--- config.mk ---
export PLATFORM = sky130hd
export DESIGN_NAME = jesd_link_supervisor
export DESIGN_NICKNAME = d
export VERILOG_FILES = /design/src/rtl/jesd_link_supervisor.sv
export SDC_FILE = /design/constraint.sdc
export NUM_CORES = 1
export LEC_CHECK = 0
export CORE_ASPECT_RATIO = 0.7
export CORE_MARGIN = 2
export CORE_UTILIZATION = 30
export CTS_BUF_LIST = sky130_fd_sc_hd__clkbuf_16
export CTS_CLUSTER_DIAMETER = 80
export DETAILED_ROUTE_END_ITERATION = 16
export GPL_ROUTABILITY_DRIVEN = 0
export GPL_TIMING_DRIVEN = 0
export SLEW_MARGIN = 25
export SYNTH_ARGS = -nofsm -noshare
export SYNTH_HDL_FRONTEND = slang
export SYNTH_SLANG_ARGS = --single-unit
--- constraint.sdc ---
create_clock -name clk -period 6.4 [get_ports clk]
set_clock_uncertainty 0.2 [all_clocks]
set_input_delay 1.28 -clock clk [delete_from_list [all_inputs] [get_ports clk]]
set_output_delay 1.28 -clock clk [all_outputs]
set_load 0.05 [all_outputs]
--- src/rtl/jesd_link_supervisor.sv ---
// JESD204B ADC link supervisor: LMFC generation aligned to SYSREF, aligner reset
// sequencing, SYNC~ combining, alignment/error monitoring and bounded resync.
module jesd_link_supervisor #(
    parameter int unsigned NUM_LINKS   = 2,
    parameter int unsigned LMFC_PERIOD = 16,
    parameter bit          SYSREF_REQ  = 1'b1,
    parameter int unsigned RST_CYCLES  = 4,
    parameter int unsigned TIMEOUT     = 1048576,
    parameter int unsigned ERR_WINDOW  = 4096,
    parameter int unsigned ERR_THRESH  = 8,
    parameter int unsigned MAX_RETRY   = 15
) (
    input  logic                 clk,
    input  logic                 rst,
    input  logic                 enable_i,
    input  logic                 sysref_i,
    input  logic [NUM_LINKS-1:0] link_sync_n_i,
    input  logic [NUM_LINKS-1:0] link_aligned_i,
    input  logic [NUM_LINKS-1:0] link_err_i,
    output logic                 lmfc_edge_o,
    output logic [NUM_LINKS-1:0] link_rst_o,
    output logic                 sync_n_out_o,
    output logic                 linked_o,
    output logic                 fault_o,
    output logic                 sysref_err_o,
    output logic [3:0]           retry_cnt_o,
    output logic [2:0]           state_o
);

    localparam int unsigned CW = (LMFC_PERIOD > 1) ? $clog2(LMFC_PERIOD) : 1;
    localparam int unsigned RW = (RST_CYCLES > 1) ? $clog2(RST_CYCLES) : 1;
    localparam int unsigned TW = (TIMEOUT > 1) ? $clog2(TIMEOUT) : 1;
    localparam int unsigned WW = (ERR_WINDOW > 1) ? $clog2(ERR_WINDOW) : 1;
    localparam int unsigned EW = $clog2(ERR_THRESH + 1);

    typedef enum logic [2:0] {
        S_IDLE        = 3'd0,
        S_WAIT_SYSREF = 3'd1,
        S_RESET_LINKS = 3'd2,
        S_WAIT_SYNC   = 3'd3,
        S_WAIT_ALIGN  = 3'd4,
        S_RUN         = 3'd5,
        S_FAULT       = 3'd6
    } state_t;

    state_t               state_q;
    logic                 sysref_q, lmfc_q, sync_n_q, linked_q, fault_q, sysref_err_q;
    logic [CW-1:0]        cnt_q, cnt_d;
    logic [RW-1:0]        rst_cnt_q;
    logic [TW-1:0]        to_cnt_q;
    logic [WW-1:0]        win_cnt_q;
    logic [EW-1:0]        err_cnt_q, err_cnt_d;
    logic [NUM_LINKS-1:0] seen_q, seen_d, link_rst_q;
    logic [3:0]           retry_q;

    logic rise, lmfc_last, sync_all, to_hit, err_trip, win_wrap, resync, retry_max, enter_rst;

    always_comb begin
        rise      = sysref_i & ~sysref_q;
        lmfc_last = (cnt_q == CW'(LMFC_PERIOD - 1));
        cnt_d     = (rise || lmfc_last) ? '0 : cnt_q + 1'b1;
        sync_all  = &link_sync_n_i;
        seen_d    = seen_q | link_aligned_i;
        to_hit    = (to_cnt_q == TW'(TIMEOUT - 1));
        win_wrap  = (win_cnt_q == WW'(ERR_WINDOW - 1));
        err_cnt_d = err_cnt_q;
        if (|link_err_i && err_cnt_q != EW'(ERR_THRESH))
            err_cnt_d = err_cnt_q + 1'b1;
        // threshold is judged on the incremented count, ahead of any window wrap
        err_trip  = |link_err_i && (err_cnt_d == EW'(ERR_THRESH));
        retry_max = (retry_q == 4'(MAX_RETRY));
        resync    = 1'b0;
        case (state_q)
            S_WAIT_SYNC:  resync = !sync_all && to_hit;
            S_WAIT_ALIGN: resync = !(&seen_d) && (to_hit || !sync_all);
            S_RUN:        resync = err_trip || !sync_all;
            default:      resync = 1'b0;
        endcase
        enter_rst = (state_q == S_IDLE && !SYSREF_REQ)
                 || (state_q == S_WAIT_SYSREF && rise)
                 || (resync && !retry_max);
    end

    always_ff @(posedge clk) begin
        if (rst) begin
            state_q      <= S_IDLE;
            sysref_q     <= 1'b0;
            cnt_q        <= '0;
            lmfc_q       <= 1'b0;
            link_rst_q   <= '1;
            sync_n_q     <= 1'b1;
            linked_q     <= 1'b0;
            fault_q      <= 1'b0;
            sysref_err_q <= 1'b0;
            retry_q      <= '0;
            rst_cnt_q    <= '0;
            to_cnt_q     <= '0;
            win_cnt_q    <= '0;
            err_cnt_q    <= '0;
            seen_q       <= '0;
        end else begin
            sysref_q <= sysref_i;
            cnt_q    <= cnt_d;
            lmfc_q   <= rise | lmfc_last;
            if (!enable_i) begin
                state_q      <= S_IDLE;
                link_rst_q   <= '1;
                sync_n_q     <= 1'b1;
                linked_q     <= 1'b0;
                fault_q      <= 1'b0;
                sysref_err_q <= 1'b0;
                retry_q      <= '0;
                rst_cnt_q    <= '0;
                to_cnt_q     <= '0;
                win_cnt_q    <= '0;
                err_cnt_q    <= '0;
                seen_q       <= '0;
            end else begin
                if (rise && !lmfc_last && state_q != S_WAIT_SYSREF)
                    sysref_err_q <= 1'b1;
                case (state_q)
                    S_IDLE: if (SYSREF_REQ) state_q <= S_WAIT_SYSREF;
                    S_WAIT_SYSREF: ;
                    S_RESET_LINKS: begin
                        if (rst_cnt_q == RW'(RST_CYCLES - 1)) begin
                            state_q    <= S_WAIT_SYNC;
                            link_rst_q <= '0;
                            to_cnt_q   <= '0;
                        end else begin
                            rst_cnt_q <= rst_cnt_q + 1'b1;
                        end
                    end
                    S_WAIT_SYNC: begin
                        sync_n_q <= sync_all;
                        if (sync_all) begin
                            state_q  <= S_WAIT_ALIGN;
                            to_cnt_q <= '0;
                        end else begin
                            to_cnt_q <= to_cnt_q + 1'b1;
                        end
                    end
                    S_WAIT_ALIGN: begin
                        sync_n_q <= sync_all;
                        seen_q   <= seen_d;
                        if (&seen_d) begin
                            state_q  <= S_RUN;
                            linked_q <= 1'b1;
                            to_cnt_q <= '0;
                        end else begin
                            to_cnt_q <= to_cnt_q + 1'b1;
                        end
                    end
                    S_RUN: begin
                        sync_n_q  <= sync_all;
                        win_cnt_q <= win_wrap ? '0 : win_cnt_q + 1'b1;
                        err_cnt_q <= win_wrap ? '0 : err_cnt_d;
                    end
                    S_FAULT: ;
                    default: state_q <= S_IDLE;
                endcase
                if (resync) begin
                    linked_q <= 1'b0;
                    if (retry_max) begin
                        state_q    <= S_FAULT;
                        fault_q    <= 1'b1;
                        link_rst_q <= '1;
                        sync_n_q   <= 1'b1;
                    end else begin
                        retry_q <= retry_q + 1'b1;
                    end
                end
                // entry into RESET_LINKS overrides whatever the state arms above chose
                if (enter_rst) begin
                    state_q    <= S_RESET_LINKS;
                    link_rst_q <= '1;
                    sync_n_q   <= 1'b0;
                    rst_cnt_q  <= '0;
                    to_cnt_q   <= '0;
                    win_cnt_q  <= '0;
                    err_cnt_q  <= '0;
                    seen_q     <= '0;
                end
            end
        end
    end

    assign lmfc_edge_o  = lmfc_q;
    assign link_rst_o   = link_rst_q;
    assign sync_n_out_o = sync_n_q;
    assign linked_o     = linked_q;
    assign fault_o      = fault_q;
    assign sysref_err_o = sysref_err_q;
    assign retry_cnt_o  = retry_q;
    assign state_o      = state_q;

endmodule

======== Word-level counts from Yosys, hierarchy flattened ========
Index checks and enable logic that the tools add are counted.
word-level totals
  logic and storage cells ................. 99
  bits in writable memories ............... 0
  memories ................................ 0
  flip-flop bits (word level) ............. 59
  input bits .............................. 10
  bits in read-only memories .............. 0
  bits in latches ......................... 0
cells by class
  reductions and logical operators ........ 32
  multiply operators ...................... 0
  order comparisons ....................... 0
  divide/modulo/power cells ............... 0
  add/sub/neg operators ................... 6
  eq/ne operators ......................... 15
  bitwise gates (word level) .............. 7
  muxes and demuxes ....................... 23
  shift-type cells ........................ 0
operators by type and width
  kind                                           count
  2-to-1 mux 20 bit                              3
  case mux 20 bit (3 select lines)               1
  adder 20 x 1 -> 20 bit, second input constant  1
  == test 20 bit, second input constant          1
  2-to-1 mux 3 bit                               5
  case mux 3 bit (5 select lines)                1
  adder 12 x 1 -> 12 bit, second input constant  1
  adder 4 x 1 -> 4 bit, second input constant    3
  == test 12 bit, second input constant          1
  == test 4 bit, second input constant           3
  2-to-1 mux 12 bit                              1
  AND reduction 2 bit                            6
  OR reduction 3 bit                             4
  2-to-1 mux 2 bit                               5
  == test 3 bit, second input constant           3
  logical AND 1 bit                              8
  2-to-1 mux 4 bit                               2
  == test 3 x 2 -> 1 bit, second input constant  2
  OR reduction 2 bit                             3
  zero test 1 bit                                4
  logical OR 1 bit                               4
  2-to-1 mux 1 bit                               4
  inequality test 4 bit, second input constant   1
  NOT 1 bit                                      4
  other kinds (12)                               12

======== Depth between registers and ports, before layout ========
Gate-level depths: netlist of the first run.
  depth in word-level cells ............... 10
  depth in mapped cells ................... 8

======== Least setup slack after synthesis of the first run ========
OpenSTA, ideal clock, no wires.
  path type ............................... in2reg
  start point ............................. input link_aligned_i[0]
  end point ............................... register to_cnt_q[10]
  library setup time ...................... 138 ps
  data arrival time ....................... 2487 ps
  cell stages on the path ................. 7
  buffers on the path ..................... 2
  required time ........................... 6062 ps
  slack ................................... 3575 ps
  cells stage by stage .................... o22ai_1 a32o_1 buf_6 nand3_2 a31oi_4 buf_6 nor3_1
between the ends
  word-level cells in the longest chain between the ends .. 8
RTL lines
  element                              RTL line  source
  start, declared                      18        input logic [NUM_LINKS-1:0] link_aligned_i,
  bitwise OR 2 bit *                   63        seen_d = seen_q | link_aligned_i;
  AND reduction 2 bit *                75, 145
  zero test 1 bit                      75        S_WAIT_ALIGN: resync = !(&seen_d) && (to_hit || !sync_all);
  logical AND 1 bit                    75
  case mux 1 bit (3 select lines)      73        case (state_q)
  logical AND 1 bit                    81        || (resync && !retry_max);
  logical OR 1 bit                     81
  OR reduction 3 bit (no source line)  -
  end signal, assigned                 139       to_cnt_q <= to_cnt_q + 1'b1;
  end signal, assigned                 150       to_cnt_q <= to_cnt_q + 1'b1;
  end, declared                        50        logic [TW-1:0] to_cnt_q;
Mark *: on every way between the ends. The rest lies on a longest branch, timed or not.
A chain may end at the register's enable or synchronous reset.

======== Final worst setup path of the first run ========
Ends and elaborated chain as after synthesis.

==> results of run 1 <==
[cells in the final DEF, fill, tap and decap left out, types with 7 or more instances in the layout]
cell and count:
a22oi_1 9, ha_1 7, nand3_1 9, o21ai_0 18, nand2_1 14, nor2_1 27, clkdlybuf4s50_1 23, a21oi_1 37
dfxtp_1 59, buf_2 8, clkbuf_16 9, xor2_1 14, xnor2_1 8, inv_1 11, nor3_1 20, and3_1 7
nor3b_1 8, nand4_1 15
[report_power, final]
| part | total [mW] | internal (mW) | switching [mW] |
|---|---|---|---|
| Clock | 0.416 | 0.252 | 0.164 |
| Combinational | 0.0362 | 0.0139 | 0.0223 |
| Sequential | 0.373 | 0.371 | 0.00252 |
[registers in the layout, indices dropped and copies added, names as in the netlist, 2 cells and up]
register,cells
cnt_q,4
state_o,3
retry_cnt_o,4
err_cnt_q,4
win_cnt_q,12
link_rst_o,2
to_cnt_q,20
rst_cnt_q,2
seen_q,2
[metrics by stage]
stage	cell area, µm²	worst slack (ps)	hold WS, ps	total power [mW]
final	3740	3010	251	0.825
after global routing	3740	2910	275	0.858
after CTS	3740	3030	250	0.836
after detailed placement	3490	2680	239	0.416
after global placement	3490	2680	230	0.416
after floorplan	3100	3570	218	0.401
[routing by layer]
layer	global-route usage (%)	vias up	part of all wire [%]
met4	4.55	0	1.1
met5	0	-	0
met3	5.51	9	5.5
met2	20.5	65	41
met1	20.0	1266	53
li1	-	1376	-
[final cells by class]
type / count / area (µm²) / area share [%]
buffer: 14 / 85.1 / 2.28
timing repair buffer: 23 / 230 / 6.16
inverter: 10 / 37.5 / 1.00
sequential: 59 / 1180 / 31.6
clock buffer: 9 / 225 / 6.03
multi-input combinational: 269 / 1790 / 48.0
clock inverter: 6 / 25.0 / 0.670
tap: 128 / 160 / 4.29
[worst max-delay path by stage]
stage	endpoint	cells past startpoint	startpoint
2_1_floorplan	to_cnt_q[10]	7	link_aligned_i[0]
3_3_place_gp	to_cnt_q[10]	8	link_aligned_i[0]
3_5_place_dp	to_cnt_q[9]	8	link_aligned_i[0]
4_1_cts	to_cnt_q[10]	8	link_aligned_i[0]
5_1_grt	to_cnt_q[19]	8	link_aligned_i[0]
6_report	to_cnt_q[10]	8	link_aligned_i[0]
[kinds of logic (layout without fill, tap and decap cells)]
family          after synthesis  after routing  share of synthesized area (%)
simple gates                137            137                           25.6
xor+xnor                     22             22                           6.22
buf+inv                      24             62                           3.96
compound gates               97             97                           21.3
mux                           6              6                           1.98
fa+ha+maj                     7              7                           2.83
flops                        59             59                           38.1
==> impl_metrics.csv, run 1 <==
group,metric,value,unit
outcome,status,"finished clean",
sta,tightest_slew,815,ps
yosys,synth-async-reset-ratio,0,%
drt,via_count,2716,
critical_path,r2r_slack,3870,ps
cts,path_clk_slew,50,ps
critical_path,rr_worst_depth,7,
cts,cts_htree_levels,3,
yosys,syn_area,0.00310,mm²
cells_and_area,drive_gt1_share,9.74,%
cells_and_area,final_util,37.9,%
sta,finalCritPeriodShare,52.9,%
cells_and_area,area_delta_synth_final,20.7,%
drt,avgRoutedWirePerCell,14.7,µm
critical_path,r2r_start,"err_cnt_q[0]",
die,ios,24,
sta,report.final.slew_viol_count,0,
drt,drc,0,
cts,cts_buffer_depth,2,
grt,grt_pass1_vias,2564,
yosys,yosysWarningCount,0,
placed_design,portBuffers,23,
grt,grt_usage,14.4,%
grt,grt_overflow_total,0,
sta,grt_setup_unrepaired,"no",
cts,ctsHoldBuffers,0,
critical_path,crit_required,6390,ps
yosys,ys_ff_latch,59,
critical_path,crit_fanout,10,
critical_path,crit_chain,"clkdlybuf4s50_1 > o22ai_1 > a32o_1 > buf_6 > nand3_2 > a31oi_4 > buf_6 > nor3_1",
critical_path,worstSetupPathType,"primary input to flop",
grt,grt_max_degree,11,
yosys,ys_types,57,
cells_and_area,fin_cells,518,
critical_path,cp_common_cell,"buf_6",
cells_and_area,antenna_cells,0,
sta,fin_crit,3390,ps
yosys,synth.largest_area_cell,"dfxtp_1",
sta,tns,0,ps
cells_and_area,fillers,986,
drt,drt_iter0_drc,239,
critical_path,path_delay_family,"compound AO/OA/AOI/OAI gates",
sta,fmax,295,MHz
sta,finalHoldViolations,0,
die,rows,30,
placed_design,hpwlAfterDp,5440,µm
yosys,syn_nets,369,
grt,grt_pass1_wl,12700,µm
critical_path,cp.arrival,3370,ps
grt,antenna_found_initial,0,
cts,cts_setup_buffers,0,
critical_path,max_stage_delay,440,ps
yosys,synth_area_leaders,"dfxtp_1 38%, a21oi_1 6.0%, xor2_1 4.0%",
min_path,min-delay-path-class,"flop to flop",
yosys,seq_area_frac_synth,38.1,%
run,drv_cap,0,
yosys,synth_edf_count,0,
die,fp.dieArea,0.0112,mm²
cts,cts.repair.resized,0,
cts,root_buffer,"clkbuf_16",
drt,first_pass_iters,5,
min_path,min_to,"cnt_q[0]",
sta,max_slew_margin,45.2,%
die,die_x,125,µm
drt,drt-total-wl,7600,µm
power_and_ir_drop,ir_worst_vdd,0.000159,V
die,die_y,89.0,µm
yosys,yosysMostFrequentCell,"dfxtp_1",
cts,cts_tree,"built",
placed_design,placedCellCount,503,
sta,setup_viol,0,
min_path,hold_start,"cnt_q[0]",
yosys,ys.flop_type,"dfxtp_1",
critical_path,crit_slowest_cell,"o22ai_1",
min_path,holdPathStages,1,
power_and_ir_drop,pwr_density_cell,221,mW/mm²
yosys,synth_common_cells,"59 x dfxtp_1, 37 x a21oi_1, 27 x nor2_1",
yosys,avgSynthCellArea,8.80,µm²
yosys,yosysTopAreaCellShare,38.1,%
die,core_area,0.00987,mm²
critical_path,cp-start-kind,"primary input",
critical_path,crit_path_end_kind,"flop",
critical_path,cp_num_buf_inv,3,
drt,via_per_inst,5.24,
cts,cts_made_buffers,9,
cells_and_area,nNetsFinal,403,
cts,cts_sinks,59,
die,start_util,31.4,%
drt,ant_nets,0,
critical_path,rr_endpoint,"to_cnt_q[10]",
power_and_ir_drop,leakage,1.31,nW
cts,worstSkewPairLatency,330,ps
yosys,syn_inst,352,
No activity file was read; power rests on OpenSTA's default activity.
==> run 2, diff against run 1 <==
==> constraint.sdc (replaced) <==
create_clock -name clk -period 2.9 [get_ports clk]
set_clock_uncertainty 0.2 [all_clocks]
set_input_delay 0.58 -clock clk [delete_from_list [all_inputs] [get_ports clk]]
set_output_delay 0.58 -clock clk [all_outputs]
set_load 0.05 [all_outputs]
==> results of run 2 <==
The final DEF is identical to that of run 1. Status: finished clean.
Main changes from that run: setup slack after placement 2680 ps -> -120 ps; setup slack after layout 3010 ps -> 215 ps; register-to-register setup slack 3870 ps -> 370 ps; total power 0.825 mW -> 1.82 mW; worst IR drop on VDD 0.000159 V -> 0.000352 V
